$ cat config.mk
export PLATFORM = sky130hd
export DESIGN_NAME = pwr_rail_sequencer
export DESIGN_NICKNAME = d
export VERILOG_FILES = /design/src/rtl/pwr_seq_pkg.sv /design/src/rtl/pwr_rail_sequencer_alert_filter.sv /design/src/rtl/pwr_rail_sequencer.sv
export SDC_FILE = /design/constraint.sdc
export NUM_CORES = 1
export LEC_CHECK = 0
export ABC_AREA = 0
export ABC_CLOCK_PERIOD_IN_PS = 2600
export CORE_MARGIN = 4
export CORE_UTILIZATION = 30
export CTS_CLUSTER_SIZE = 10
export DETAILED_ROUTE_END_ITERATION = 6
export GPL_ROUTABILITY_DRIVEN = 1
export GPL_TIMING_DRIVEN = 0
export PLACE_DENSITY = 0.6
export SLEW_MARGIN = 10
export SYNTH_ARGS = -nofsm -noshare
export SYNTH_HDL_FRONTEND = slang
export SYNTH_SLANG_ARGS = --single-unit
export TNS_END_PERCENT = 20
$ cat constraint.sdc
create_clock -name clk_axi -period 2.6 [get_ports clk_axi]
set_input_delay 0.78 -clock clk_axi [delete_from_list [all_inputs] [get_ports clk_axi]]
set_output_delay 0.78 -clock clk_axi [all_outputs]
set_load 0.05 [all_outputs]
$ cat src/rtl/pwr_seq_pkg.sv
// Shared definitions for the power-rail sequencer: FSM state encoding
// and default parameter values.
package pwr_seq_pkg;

  localparam int STATE_W          = 3;
  localparam int DEFAULT_DLY_W    = 16;
  localparam int DEFAULT_FILT_LEN = 4;

  typedef enum logic [STATE_W-1:0] {
    IDLE      = 3'd0,
    RAMP_UP   = 3'd1,
    ON        = 3'd2,
    RAMP_DOWN = 3'd3,
    FAULT     = 3'd4
  } seq_state_e;

endpackage

$ cat src/rtl/pwr_rail_sequencer_alert_filter.sv
// Per-rail alert debouncer: two-flop synchroniser followed by a saturating
// run counter that qualifies FILT_LEN consecutive high samples.
module alert_filter
  import pwr_seq_pkg::*;
#(
  parameter int FILT_LEN = DEFAULT_FILT_LEN
) (
  input  logic clk_axi,
  input  logic rst_axi_n,
  input  logic alert_raw,
  output logic filt
);

  localparam int CW = $clog2(FILT_LEN + 1);

  logic          sync1_q;
  logic          sync2_q;
  logic [CW-1:0] runCnt_q;

  // A single low sample restarts the run, so only an unbroken run qualifies.
  always_ff @(posedge clk_axi or negedge rst_axi_n) begin
    if (!rst_axi_n) begin
      sync1_q  <= 1'b0;
      sync2_q  <= 1'b0;
      runCnt_q <= '0;
    end else begin
      sync1_q <= alert_raw;
      sync2_q <= sync1_q;
      if (!sync2_q) begin
        runCnt_q <= '0;
      end else if (runCnt_q != CW'(FILT_LEN)) begin
        runCnt_q <= runCnt_q + CW'(1);
      end
    end
  end

  assign filt = (runCnt_q == CW'(FILT_LEN));

endmodule

$ cat src/rtl/pwr_rail_sequencer.sv
// Power-rail sequencer: ramps rail enables up in index order and down in
// reverse, with debounced per-rail alerts that latch a fault and drop all rails.
module pwr_rail_sequencer
  import pwr_seq_pkg::*;
#(
  parameter int N_CH     = 8,
  parameter int DLY_W    = DEFAULT_DLY_W,
  parameter int FILT_LEN = DEFAULT_FILT_LEN
) (
  input  logic               clk_axi,
  input  logic               rst_axi_n,
  input  logic               master_en,
  input  logic [N_CH-1:0]    ch_mask,
  input  logic [N_CH-1:0]    alert_mask,
  input  logic [DLY_W-1:0]   seq_delay,
  input  logic               fault_clr,
  input  logic [N_CH-1:0]    alert_raw,
  output logic [N_CH-1:0]    en_out,
  output logic [N_CH-1:0]    fault_latched,
  output logic [STATE_W-1:0] state_o,
  output logic               busy
);

  seq_state_e       state_q;
  logic [N_CH-1:0]  enOut_q;
  logic [N_CH-1:0]  fault_q;
  logic [N_CH-1:0]  mask_q;
  logic [DLY_W-1:0] cnt_q;

  logic [N_CH-1:0]  filtVec;
  logic [N_CH-1:0]  eligible;
  logic [N_CH-1:0]  upPick;
  logic [N_CH-1:0]  downPick;
  logic [N_CH-1:0]  tripVec;
  logic             tripActive;

  for (genvar g = 0; g < N_CH; g++) begin : gen_filt
    alert_filter #(
      .FILT_LEN (FILT_LEN)
    ) u_alert_filter (
      .clk_axi   (clk_axi),
      .rst_axi_n (rst_axi_n),
      .alert_raw (alert_raw[g]),
      .filt      (filtVec[g])
    );
  end

  assign eligible = mask_q & ~enOut_q;
  assign upPick   = eligible & (~eligible + N_CH'(1));
  assign tripVec  = filtVec & alert_mask & enOut_q;
  assign tripActive = (state_q != IDLE) && (state_q != FAULT) && (|tripVec);

  // Highest enabled rail is the next one to drop during ramp-down.
  always_comb begin
    downPick = '0;
    for (int i = 0; i < N_CH; i++) begin
      if (enOut_q[i]) begin
        downPick    = '0;
        downPick[i] = 1'b1;
      end
    end
  end

  always_ff @(posedge clk_axi or negedge rst_axi_n) begin
    if (!rst_axi_n) begin
      state_q <= IDLE;
      enOut_q <= '0;
      fault_q <= '0;
      mask_q  <= '0;
      cnt_q   <= '0;
    end else if (tripActive) begin
      enOut_q <= '0;
      fault_q <= fault_q | tripVec;
      state_q <= FAULT;
    end else begin
      case (state_q)
        IDLE: begin
          if (master_en) begin
            mask_q  <= ch_mask;
            cnt_q   <= '0;
            state_q <= RAMP_UP;
          end
        end
        RAMP_UP: begin
          if (!master_en) begin
            cnt_q   <= '0;
            state_q <= RAMP_DOWN;
          end else if (eligible == '0) begin
            state_q <= ON;
          end else if (cnt_q == '0) begin
            enOut_q <= enOut_q | upPick;
            cnt_q   <= seq_delay;
          end else begin
            cnt_q <= cnt_q - DLY_W'(1);
          end
        end
        ON: begin
          if (!master_en) begin
            cnt_q   <= '0;
            state_q <= RAMP_DOWN;
          end
        end
        RAMP_DOWN: begin
          // Re-enabling resumes from the rails still up, using the original mask.
          if (master_en) begin
            cnt_q   <= '0;
            state_q <= RAMP_UP;
          end else if (enOut_q == '0) begin
            state_q <= IDLE;
          end else if (cnt_q == '0) begin
            enOut_q <= enOut_q & ~downPick;
            cnt_q   <= seq_delay;
          end else begin
            cnt_q <= cnt_q - DLY_W'(1);
          end
        end
        FAULT: begin
          if (fault_clr && !master_en) begin
            fault_q <= '0;
            state_q <= IDLE;
          end
        end
        default: state_q <= IDLE;
      endcase
    end
  end

  assign en_out        = enOut_q;
  assign fault_latched = fault_q;
  assign state_o       = state_q;
  assign busy          = (state_q == RAMP_UP) || (state_q == RAMP_DOWN);

endmodule

==> results.cfg <==
[run_status]
status = finished with violations
violations = negative setup slack

[sta]
worstMarginPinSlew_ns = 1.05
drv_slew = 0
period_share_pct = 101
rsz0062_at_grt = true
clock.fmax_ghz = 0.380
setup_viol = 6
setup_ws_ns = -0.0302
min_period_ns = 2.63
clock_skew_ns = 0.00601
hold_viol = 0
relSlewSlack_pct = 30.1

[cts]
worst_setup_hold_path_clk_slew_ns = 0.06
cts.sinks = 83
clock_path_buffers = 2
cts-buffers-inserted = 9
clock-root-buffer = clkbuf_16
insertion_delay_ns = 0.33
cts_tree = built
holdBufCountCts = 0
htreeDepth = 3

[power_and_ir_drop]
max-vdd-ir-drop_v = 0.000422
p_switching_mw = 2.43
swShare_pct = 41.1
power_mw = 5.90
power.density_nw_per_um2 = 1100
p_leak_nw = 2.33
clockPowerShare_pct = 22.8
combPwrFrac_pct = 44.2
seqPwrFrac_pct = 33.1
p_int_mw = 3.48

[die]
die_h_um = 126
row_count = 42
core-area_um2 = 13400
boundaryPins = 64
initial_core_util_pct = 31.0
dieArea_um2 = 15800
die_x_um = 126

[yosys]
avgSynthCellArea_um2 = 9.80
syn_inst = 424
synthDistinctLibCells = 51
synthArstFlopShare_pct = 100
synth_nets = 486
synthesis.area_um2 = 4160
seq_area_frac_synth_pct = 50.0
synth_edf_count = 0
synth_area_leaders = dfrtp_1, ha_1, nor2_1
synth_largest_area_cell = dfrtp_1
ys.flop_type = dfrtp_1
yosys.area.top_type_share_pct = 50.0
ys_seq_elements = 83
synth_warnings = 0

[placed_design]
placement.io_buffers = 63
dp_slack_ns = -0.505
place_hpwl_um = 7590
place_congestion = 0.779
postPlaceCellArea_um2 = 5030

[hold_path]
hp-class = reg2reg
hp-start = gen_filt[2].u_alert_filter.sync1_q$_DFF_PN0_

[setup_path]
start_kind = primary input
crit_start = master_en
critPathKind = in2reg
critPathRequiredTime_ns = 2.82
arrival_ns = 2.85
crit_path_end_kind = flip-flop
timing.rr.start = gen_filt[6].u_alert_filter.runCnt_q[0]$_DFFE_PN0P_
critPathMaxFanout = 10
rrSetupSlack_ns = 0.18

[cells_and_area]
diodes = 0
synthToLayoutAreaGrowth_pct = 29.2
fin_nets = 562
drive_gt1_share_pct = 9.70
utilization_pct = 40.1
n_fill_cell = 1311
fin_area_um2 = 5370

[global_routing]
antenna_found_initial = 0
grt_max_degree = 48
first_global_vias = 3556
grt_overflow = 0
track_usage_pct = 13.5
grt_pass1_wl_um = 17300

[routing]
routed_wl_um = 10300
vias = 3362
antenna_left = 0
drcViolationCount = 0
drt-initial-drc-count = 179
routedWlPerCell_um = 15.1
dr.pass1.iters = 5
vias_per_cell = 4.94

[run]
maxCapViolCount = 0
critical path, stage by stage:
cell             delay, ns
clkdlybuf4s50_1       0.55
and2b_1               0.27
and3_1                0.22
or4b_4                0.62
buf_6                 0.18
o21ai_1               0.13
o31ai_1               0.08
what timing repair did:
item | CTS | global route
pin swaps | 2 | 1
buffers inserted | 2 | 0
endpoints found under the setup margin | 17 | 17
endpoints found under the hold margin | 0 | 0
gates resized for setup | 4 | 5
cell families after synthesis:
| family | after synthesis | synth area share (%) |
|---|---|---|
| simple gates | 170 | 23.3 |
| compound gates | 96 | 13.3 |
| flops | 83 | 50.0 |
| buf+inv | 42 | 4.46 |
| fa+ha+maj | 18 | 5.42 |
| xor+xnor | 8 | 1.69 |
| mux | 7 | 1.87 |
flip-flops by register name, summed over array words and instances (netlist names):
signal / cells
cnt_q: 16
en_out: 8
fault_latched: 8
gen_filt.u_alert_filter.runCnt_q: 24
gen_filt.u_alert_filter.sync1_q: 8
gen_filt.u_alert_filter.sync2_q: 8
mask_q: 8
state_o: 3
path summary, 6_finish.rpt:
kind                                                                endpoint  depth (start not counted)
worst max-delay path                                    cnt_q[0]$_DFFE_PN0P_                          7
worst min-delay path            gen_filt[2].u_alert_filter.sync2_q$_DFF_PN0_                          0
worst max register to register                          cnt_q[0]$_DFFE_PN0P_                         10
worst min register to register  gen_filt[2].u_alert_filter.sync2_q$_DFF_PN0_                          0
max in group asynchronous       gen_filt[6].u_alert_filter.sync2_q$_DFF_PN0_                          2
min in group asynchronous       gen_filt[0].u_alert_filter.sync1_q$_DFF_PN0_                          1
layout make-up:
class | instances | area (um^2) | share of cell area, %
inverters | 30 | 113 | 2.10
plain buffers | 11 | 61.3 | 1.14
clock inverters | 5 | 77.6 | 1.44
flip-flops and latches | 83 | 2080 | 38.7
multi-input cells | 299 | 1920 | 35.7
clock buffers | 11 | 233 | 4.33
repair buffers | 66 | 671 | 12.5
well taps | 176 | 220 | 4.10
metal layers:
| layer | GRT usage (%) | share of wire, % | vias up |
|---|---|---|---|
| met5 | 0 | 0 | - |
| met4 | 4.53 | 1.6 | 0 |
| met3 | 3.51 | 5.4 | 17 |
| met2 | 22.2 | 47 | 86 |
| met1 | 17.1 | 46 | 1600 |
| li1 | - | - | 1659 |
stage by stage:
step	hold WS (ns)	setup TNS (ns)	std cells
after detailed placement	0.336	-8.59	664
after floorplan	0.331	0	424
after global routing	0.356	-0.520	681
after global placement	0.333	-207.02	663
final	0.344	-0.0867	681
after CTS	0.350	0	681
power groups by stage:
stage	registers [mW]	clock network, mW	logic (mW)
floorplan	2.18	0	1.60
global placement	1.95	0	2.54
detailed placement	1.97	0	2.60
CTS	1.95	1.39	2.60
global route	2.00	1.43	2.90
finish	1.95	1.34	2.61
Yosys cell counts (3+ instances only):
cell type / number
nor2b_1: 6
clkbuf_1: 5
and3_1: 3
nand2b_1: 6
buf_6: 3
and2_1: 8
nor3_1: 9
xnor2_1: 8
and4_1: 5
nor4_1: 9
dfrtp_1: 83
mux2_2: 6
nand2_1: 28
or4_1: 4
nand3_1: 10
nand4_1: 9
nor2_1: 47
ha_1: 18
nor3b_1: 5
inv_1: 30
o21ai_0: 27
o21ai_1: 17
a21boi_0: 8
a21oi_1: 24
a31oi_1: 10
layout by cell type (no fill, tap or decap), types with 4 or more instances in the layout:
cell type | Yosys | routed
inv_1 | 30 | 30
mux2_2 | 6 | 6
a31oi_1 | 10 | 10
nor4_1 | 9 | 9
ha_1 | 18 | 18
nor2b_1 | 6 | 6
nor3b_1 | 5 | 5
o21ai_0 | 27 | 26
nand2b_1 | 6 | 6
clkbuf_16 | 0 | 9
a21boi_0 | 8 | 8
clkbuf_1 | 5 | 7
o21ai_1 | 17 | 17
nor3_1 | 9 | 9
and2_1 | 8 | 8
nand3_1 | 10 | 10
clkdlybuf4s50_1 | 0 | 61
and4_1 | 5 | 4
xnor2_1 | 8 | 8
a21oi_1 | 24 | 23
dfrtp_1 | 83 | 83
nand4_1 | 9 | 9
nor2_1 | 47 | 47
nand2_1 | 28 | 28
Note: power is estimated with default switching activity, not from simulation.
